`src/rtl/vga_pmod_formatter.sv`:
```
// VGA pin formatter: dither/truncate RGB, blank outside DE, map onto Digilent 12-bit or TinyVGA 6-bit PMOD pins.
// Latency: PIPE cycles inputs->pins for colour, sync and uio_oe; mode_active/frame_start 1 cycle after the vs edge.
// Backpressure: none; one pixel per clk, the generator is never stalled.
module vga_pmod_formatter #(
    parameter int IN_BITS     = 4,
    parameter int DITHER      = 1,
    parameter int PIPE        = 1,
    parameter bit SYNC_ACTIVE = 1'b0
) (
    input  logic               clk,
    input  logic               rst,
    input  logic               mode_sel,
    input  logic               de,
    input  logic               hs_in,
    input  logic               vs_in,
    input  logic [IN_BITS-1:0] r_in,
    input  logic [IN_BITS-1:0] g_in,
    input  logic [IN_BITS-1:0] b_in,
    output logic [7:0]         uo_out,
    output logic [7:0]         uio_out,
    output logic [7:0]         uio_oe,
    output logic               mode_active,
    output logic               frame_start
);

    // Bits dropped per channel: Digilent keeps 4, TinyVGA keeps 2.
    localparam int D_DIG  = IN_BITS - 4;
    localparam int D_TVGA = IN_BITS - 2;

    typedef struct packed {
        logic [7:0] uo_dat;
        logic [7:0] uio_dat;
        logic [7:0] oe_dat;
    } pins_t;

    pins_t      pipe_q [PIPE];
    pins_t      pix_pins;
    pins_t      idle_pins;
    logic       xp;
    logic       yp;
    logic       de_q;
    logic       vs_q;
    logic       vs_act_edge;
    logic [1:0] bayer_t;
    logic [3:0] r_red;
    logic [3:0] g_red;
    logic [3:0] b_red;

    // Ordered-dither offset: Bayer index scaled so its range spans the dropped LSBs.
    function automatic logic [IN_BITS:0] dither_thr(input logic tvga, input logic [1:0] t);
        int d;
        d = tvga ? D_TVGA : D_DIG;
        if (DITHER == 1 && d > 0) begin
            return (IN_BITS+1)'((32'(t) << d) >> 2);
        end
        return '0;
    endfunction

    // Add the dither offset with saturation, then keep the top 4 or 2 bits.
    function automatic logic [3:0] reduce(input logic [IN_BITS-1:0] c, input logic tvga,
                                          input logic [1:0] t);
        logic [IN_BITS:0]   sum;
        logic [IN_BITS-1:0] sat;
        sum = {1'b0, c} + dither_thr(tvga, t);
        sat = sum[IN_BITS] ? {IN_BITS{1'b1}} : sum[IN_BITS-1:0];
        return tvga ? {2'b00, sat[IN_BITS-1 -: 2]} : sat[IN_BITS-1 -: 4];
    endfunction

    // Pin maps; in TinyVGA mode only bits [1:0] of each channel are meaningful.
    function automatic pins_t map_pins(input logic tvga, input logic hs, input logic vs,
                                       input logic [3:0] r, input logic [3:0] g,
                                       input logic [3:0] b);
        pins_t p;
        if (tvga) begin
            p.uo_dat  = {hs, b[0], g[0], r[0], vs, b[1], g[1], r[1]};
            p.uio_dat = 8'h00;
            p.oe_dat  = 8'h00;
        end else begin
            p.uo_dat  = {b, r};
            p.uio_dat = {2'b00, vs, hs, g};
            p.oe_dat  = 8'hFF;
        end
        return p;
    endfunction

    assign vs_act_edge = (vs_in == SYNC_ACTIVE) && (vs_q != SYNC_ACTIVE);

    // Reduce and map the current pixel using the parity and mode held before this edge.
    always_comb begin
        bayer_t = 2'd0;
        r_red   = 4'h0;
        g_red   = 4'h0;
        b_red   = 4'h0;
        case ({yp, xp})
            2'b00:   bayer_t = 2'd0;
            2'b01:   bayer_t = 2'd2;
            2'b10:   bayer_t = 2'd3;
            default: bayer_t = 2'd1;
        endcase
        if (de) begin
            r_red = reduce(r_in, mode_active, bayer_t);
            g_red = reduce(g_in, mode_active, bayer_t);
            b_red = reduce(b_in, mode_active, bayer_t);
        end
        pix_pins  = map_pins(mode_active, hs_in, vs_in, r_red, g_red, b_red);
        idle_pins = map_pins(mode_sel, ~SYNC_ACTIVE, ~SYNC_ACTIVE, 4'h0, 4'h0, 4'h0);
    end

    // Frame-synchronous mode latch, vs edge pulse and dither parity tracking.
    always_ff @(posedge clk) begin
        if (rst) begin
            mode_active <= mode_sel;
            frame_start <= 1'b0;
            xp          <= 1'b0;
            yp          <= 1'b0;
            de_q        <= 1'b0;
            vs_q        <= vs_in;
        end else begin
            frame_start <= vs_act_edge;
            if (vs_act_edge) begin
                mode_active <= mode_sel;
            end
            xp <= de ? ~xp : 1'b0;
            if (vs_in == SYNC_ACTIVE) begin
                yp <= 1'b0;
            end else if (de_q && !de) begin
                yp <= ~yp;
            end
            de_q <= de;
            vs_q <= vs_in;
        end
    end

    // Pin pipeline: stage 0 takes the mapped pixel, later stages delay it unchanged.
    always_ff @(posedge clk) begin
        if (rst) begin
            for (int i = 0; i < PIPE; i++) begin
                pipe_q[i] <= idle_pins;
            end
        end else begin
            pipe_q[0] <= pix_pins;
            for (int i = 1; i < PIPE; i++) begin
                pipe_q[i] <= pipe_q[i-1];
            end
        end
    end

    assign uo_out  = pipe_q[PIPE-1].uo_dat;
    assign uio_out = pipe_q[PIPE-1].uio_dat;
    assign uio_oe  = pipe_q[PIPE-1].oe_dat;

endmodule

```
`config.mk`:
```
export PLATFORM = sky130hd
export DESIGN_NAME = vga_pmod_formatter
export DESIGN_NICKNAME = d
export VERILOG_FILES = /design/src/rtl/vga_pmod_formatter.sv
export SDC_FILE = /design/constraint.sdc
export NUM_CORES = 1
export LEC_CHECK = 0
export BUFFER_PORTS_ARGS = -buffer_cell sky130_fd_sc_hd__buf_2
export CORE_ASPECT_RATIO = 0.75
export CORE_MARGIN = 2
export CORE_UTILIZATION = 42
export CTS_CLUSTER_SIZE = 24
export DETAILED_ROUTE_END_ITERATION = 8
export PLACE_DENSITY = 0.85
export SLEW_MARGIN = 15
export SYNTH_ARGS = -nofsm -noshare
export SYNTH_HDL_FRONTEND = slang
export SYNTH_SLANG_ARGS = --single-unit
export TNS_END_PERCENT = 10
```
`constraint.sdc`:
```
create_clock -name clk -period 1.8 [get_ports clk]
set_input_delay 0.18 -clock clk [delete_from_list [all_inputs] [get_ports clk]]
set_output_delay 0.18 -clock clk [all_outputs]
set_load 0.05 [all_outputs]
```
After elaboration in Yosys (flattened, before gate mapping)

Memories as Yosys holds them, arrays and structs flattened.
Cells that the tools add are included.

Memory bits (read-only): 0
Bits in registers: 6
Word-level logic and storage cells: 51
Bits in writable memories: 24
Input bits: 18
Latch bits: 0
Output and inout bits: 26
Memories kept: 1

Memories:

| memory | words | bits a word | read ports | clocked after Yosys merged registers in | write ports | line | text |
|---|---|---|---|---|---|---|---|
| pipe_q | 1     | 24          | 1          | 0                                       | 1           | 36   | `pins_t pipe_q [PIPE];` |

Add/sub/neg operators: 3
Divide/modulo/power cells: 0
Magnitude comparators: 1
Bitwise operators: 4
Mux-type cells: 25
Reduce and logical (&&, ||, !) cells: 8
Shift-type cells: 1
Equal/unequal tests: 2
Multipliers: 0

Operators by type and width:

| operator                                                                         | number |
|---|---|
| 24-bit 2-to-1 mux                                                                | 3 |
| 4-bit 2-to-1 mux                                                                 | 9 |
| 24-bit OR reduction                                                              | 1 |
| 4-bit by 5-bit adder with 5-bit output                                           | 3 |
| 5-bit 2-to-1 mux                                                                 | 3 |
| 1-bit 2-to-1 mux                                                                 | 8 |
| 2-bit by 2-bit << shifter with 7-bit output                                      | 1 |
| 2-bit one-hot mux with 3 select lines                                            | 1 |
| 1-bit NOT                                                                        | 4 |
| 2-bit OR reduction                                                               | 2 |
| 2-bit by 1-bit equality test with 1-bit output (second input constant)           | 1 |
| 2-bit equality test (second input constant)                                      | 1 |
| 2-bit by 1-bit greater-than comparator with 1-bit output (second input constant) | 1 |
| 1-bit logical AND                                                                | 2 |
| 2-bit zero test                                                                  | 1 |
| 2-bit 2-to-1 mux                                                                 | 1 |
| 2-bit nonzero test                                                               | 1 |
| 1-bit zero test                                                                  | 1 |

Depth between registers and ports, before layout

Depth after elaboration: 12
Depth in mapped cells: 9
Depth with buffers taken out: 9

Worst setup path after synthesis

No wires, ideal clock.

Path type: reg-to-reg
Start: register mode_active
End: memory pipe_q[0][20] (netlist name)
Period minus slack after synthesis: 2.356 ns
Buffers on the path: 1
Data required time: 1.674 ns
Stages on the path, launching flop included: 9
Data arrival time: 2.231 ns
Setup slack: -0.556 ns
Library setup time: 0.126 ns
Path through: edfxtp_1 -> buf_4 -> o21a_1 -> ha_1 -> inv_1 -> fa_1 -> or3b_1 -> a21boi_1 -> a211oi_1

Longest elaborated chain between the ends: 12
Elaborated cells between the ends (all ways): 18
Those cells by class: add/sub: 2; order compare: 1; shift: 1; mux: 14

RTL lines:

| item                                                     | line | text |
|---|---|---|
| from (decl)                                              | 22   | `output logic mode_active,` |
| from (signal assigned)                                   | 112  | `mode_active <= mode_sel;` |
| from (signal assigned)                                   | 121  | `mode_active <= mode_sel;` |
| 2-bit 2-to-1 mux                                         | 52   | `d = tvga ? D_TVGA : D_DIG;` |
| 2-bit by 1-bit greater-than comparator with 1-bit output | 53   | `if (DITHER == 1 && d > 0) begin` |
| 1-bit 2-to-1 mux                                         | 53   |  |
| 1-bit 2-to-1 mux                                         | 100  | `if (de) begin` |
| 5-bit 2-to-1 mux                                         | 56   | `return '0;` |
| 5-bit 2-to-1 mux                                         | 100  |  |
| 4-bit by 5-bit adder with 5-bit output                   | 64   | `sum = {1'b0, c} + dither_thr(tvga, t);` |
| 4-bit 2-to-1 mux                                         | 65   | `sat = sum[IN_BITS] ? {IN_BITS{1'b1}} : sum[IN_BITS-1:0];` |
| 4-bit 2-to-1 mux                                         | 66   | `return tvga ? {2'b00, sat[IN_BITS-1 -: 2]} : sat[IN_BITS-1 -: 4];` |
| 4-bit 2-to-1 mux                                         | 100  |  |
| 24-bit 2-to-1 mux *                                      | 74   | `if (tvga) begin` |
| 24-bit 2-to-1 mux (no line) *                            | -    |  |
| to (decl)                                                | 36   |  |

Every way passes the cells marked *; elsewhere a longest branch is shown, timed or not. The select of a mux whose other input is x is not followed.

Worst setup path in the final report

Start: register xp
End: memory pipe_q[0][20] (netlist name)

Longest elaborated chain between the ends: 12
Elaborated cells between the ends (all ways): 18
Those cells by class: add/sub: 2; eq/ne: 2; shift: 1; mux: 12; reduce/logical: 1

RTL lines:

| item                                              | line | text |
|---|---|---|
| from (decl)                                       | 39   | `logic xp;` |
| from (signal assigned)                            | 123  | `xp <= de ? ~xp : 1'b0;` |
| 2-bit equality test, or another cell as far along | 94   | `case ({yp, xp})` |
| 2-bit one-hot mux with 3 select lines *           | 94   |  |
| 2-bit by 2-bit << shifter with 7-bit output *     | 54   | `return (IN_BITS+1)'((32'(t) << d) >> 2);` |
| 5-bit 2-to-1 mux *                                | 53   |  |
| 5-bit 2-to-1 mux *                                | 56   |  |
| 5-bit 2-to-1 mux *                                | 100  |  |
| 4-bit by 5-bit adder with 5-bit output            | 64   |  |
| 4-bit 2-to-1 mux                                  | 65   |  |
| 4-bit 2-to-1 mux                                  | 66   |  |
| 4-bit 2-to-1 mux                                  | 100  |  |
| 24-bit 2-to-1 mux *                               | 74   |  |
| 24-bit 2-to-1 mux (no line) *                     | -    |  |

Marks and branches as above.

==> impl_metrics.yaml <==
sta:
  finalHoldViolations: 0
  final-setup-viol-count: 9
  drv_slew: 0
  fin_skew_ps: 5.639
  finalCriticalPeriod_ps: 1964
  whs_ps: 56.70
  rsz0062_at_grt: "yes"
  finalCritPeriodShare: 1.091
  fmaxAchievable_ghz: 0.5092
  finalWorstSetupSlack_ps: -163.9
hold_path:
  worstHoldEndpoint: "mode_active"
  hold_depth: 1
  hold_start: "mode_sel"
  hp-class: "in -> reg"
pwr:
  p_sw_frac: 0.3743
  cell_internal_pwr_uw: 676.3
  power_frac_seq: 0.469
  cellLeakagePower_nw: 0.7321
  pwr-share-comb: 0.315
  ir_worst_vdd_mv: 0.2970
  powerDensity_nw_per_um2: 717.5
  switchingPower_uw: 404.5
  p_clk_frac: 0.216
cells_and_area:
  fin_util: 0.6320
  fin_area_sq_um: 1506
  area_growth_pct: 38.55
  num_antenna_cells: 0
  nNetsFinal: 191
  drive_above_1_share: 0.5466
floorplanning:
  dieArea_sq_um: 3016
  core_area_sq_um: 2384
  die_h_um: 48.07
  row_count: 15
  start_util: 0.4562
  ios: 44
  die_w_um: 62.75
clocking:
  root_buffer: "clkbuf_4"
  htreeDepth: 1
  clock_path_buffers: 2
  path_clk_slew_ps: 120
  cts_buffers: 3
  cts_tree: "yes"
  cts.sinks: 21
  clk_latency_ps: 320
place:
  dp_hpwl_um: 1982
  placed_area_sq_um: 1309
  place_congestion: 0.8435
  portBuffers: 41
grt:
  track_usage: 0.1799
  overflow: 0
  grt_pass1_vias: 902
  grt_antenna_before_repair: 0
  grt_max_degree: 13
  grt_pass1_wl_um: 4015
setup_path:
  criticalPathCategory: "reg -> reg"
  worst_setup_path_start_kind: "flop"
  crit_path_end_kind: "flop"
  reg2reg_slack_ps: -160
  critPathArrivalTime_ps: 2170
  reg2regPathDepth: 9
  crit_path_max_fanout: 3
  cp.required_ps: 2010
  r2r-end: "pipe_q[0][20]"
  reg2reg_from: "xp"
routing:
  met3_length_um: 250
  ant_nets: 0
  wl_met1_um: 1194
  drt_pre_antenna_iters: 4
  wl_per_cell_um: 14.74
  vias: 1019
  wl_um: 2875
  drc: 0
  top_layer_used: "met4"
  met2_length_um: 1351
  drt_iter0_markers: 41
  avgViaCountPerCell: 5.226
synthesis:
  ys.flop_type: "dfxtp_1"
  synth_warnings: 0
  synth.distinct_cells: 33
  synth-async-reset-ratio: 0
  syn_area_sq_um: 1087
  synth-seq-area-share: 0.3959
  synth_edf_count: 1
  avgSynthCellArea_sq_um: 9.373
  ys_seq_elements: 21
  synthCells: 116
run_status:
  status: "finished with violations"
  failed_checks: "negative setup slack"
job:
  drv_cap: 0
-- cell type report --
type	count	area, sq um
Clock buffer	3	22.52
Clock inverter	1	5.005
Fill cell	192	877.1
Inverter	16	62.56
Multi-Input combinational cell	70	660.6
Sequential cell	21	437.9
Tap cell	34	42.54
Timing Repair Buffer	50	275.3
-- critical path: stages, from the launching register on --
cell	delay (ps)
dfxtp_4	390
inv_4	60
ha_4	110
o21a_4	160
ha_4	140
inv_2	40
fa_2	330
or3b_4	400
a21boi_2	180
a211oi_2	50
-- power groups by stage --
stage	Clock (mW)	Sequential [mW]	Combinational, mW
finish	0.234	0.507	0.340
global route	0.260	0.510	0.358
CTS	0.238	0.508	0.311
detailed placement	0	0.517	0.302
global placement	0	0.516	0.298
floorplan	0	0.598	0.156
-- cells in the final DEF, fill, tap and decap left out, types with 2 or more instances in the layout --
master / n
a21oi_1: 7
o21ai_0: 3
dfxtp_4: 2
inv_2: 5
or3b_4: 2
a211o_1: 2
clkbuf_4: 3
inv_1: 10
fa_2: 3
ha_1: 2
nor2_2: 2
a221oi_1: 2
buf_4: 8
dfxtp_1: 18
buf_2: 41
nor2_1: 5
nand2b_1: 3
o211ai_1: 2
ha_4: 5
nand2_1: 4
conb_1: 2
nand3_1: 3
or2_2: 2
-- metrics by stage --
stage	TNS, ps	std cells	worst slack [ps]	total power, mW
after global routing	-1588	195	-216.2	1.129
after global placement	-1836	187	-268.2	0.8135
after detailed placement	-2414	187	-321.3	0.8196
after floorplan	-3462	117	-470.4	0.7541
after CTS	-1387	192	-188.9	1.056
final	-944.7	195	-163.9	1.081
-- flip-flops by register name (all words and copies together), names as in the netlist --
| register | flops |
|---|---|
| xp | 1 |
| mode_active | 1 |
| frame_start | 1 |
| pipe_q | 15 |
| de_q | 1 |
| yp | 1 |
| vs_q | 1 |
-- routing by layer --
| metal | global-route usage | vias up |
|---|---|---|
| met1 | 0.1931 | 481 |
| met5 | 0 | - |
| li1 | - | 473 |
| met3 | 0.06588 | 9 |
| met2 | 0.3269 | 56 |
| met4 | 0.1022 | 0 |
-- Yosys cell counts (2+ instances only) --
master	n	area [sq um]
dfxtp_1	20	400.4
inv_1	16	60.06
buf_4	10	75.07
a21oi_1	8	40.04
ha_1	8	100.1
nor2_1	5	18.77
nand2_1	4	15.01
nand2b_1	4	25.02
o21ai_0	4	20.02
a221oi_1	3	26.28
fa_1	3	60.06
nand3_1	3	15.01
a211o_1	2	17.52
a31oi_1	2	12.51
nor2_2	2	12.51
o211ai_1	2	15.01
o21a_1	2	15.01
or2_2	2	12.51
or3b_1	2	17.52
-- worst max path at each step --
| stage | startpoint | end | cells past startpoint |
|---|---|---|---|
| 2_1_floorplan | mode_active | pipe_q[0][20] | 8 |
| 3_3_place_gp | xp | pipe_q[0][20] | 7 |
| 3_5_place_dp | xp | pipe_q[0][21] | 7 |
| 4_1_cts | xp | pipe_q[0][18] | 9 |
| 5_1_grt | xp | pipe_q[0][20] | 9 |
| 6_report | xp | pipe_q[0][20] | 9 |
-- timing repair --
action | in CTS | in global routing
cloned | 0 | 0
hold buffers | 0 | 1
setup endpoints to repair | 11 | 12
endpoints found under the hold margin | 0 | 1
pin swaps | 9 | 9
buffers inserted | 1 | 2
gates resized for setup | 17 | 17
-- cell families (layout without fill, tap and decap cells) --
family / after synthesis / in the layout / synth area share
simple gates: 28 / 28 / 0.1473
xor+xnor: 1 / 1 / 0.008057
compound gates: 28 / 28 / 0.1738
fa+ha+maj: 11 / 11 / 0.1473
buf+inv: 26 / 70 / 0.1243
other cells: 1 / 2 / 0.003449
flops: 21 / 21 / 0.3959
No activity file was read; power rests on OpenSTA's default activity.
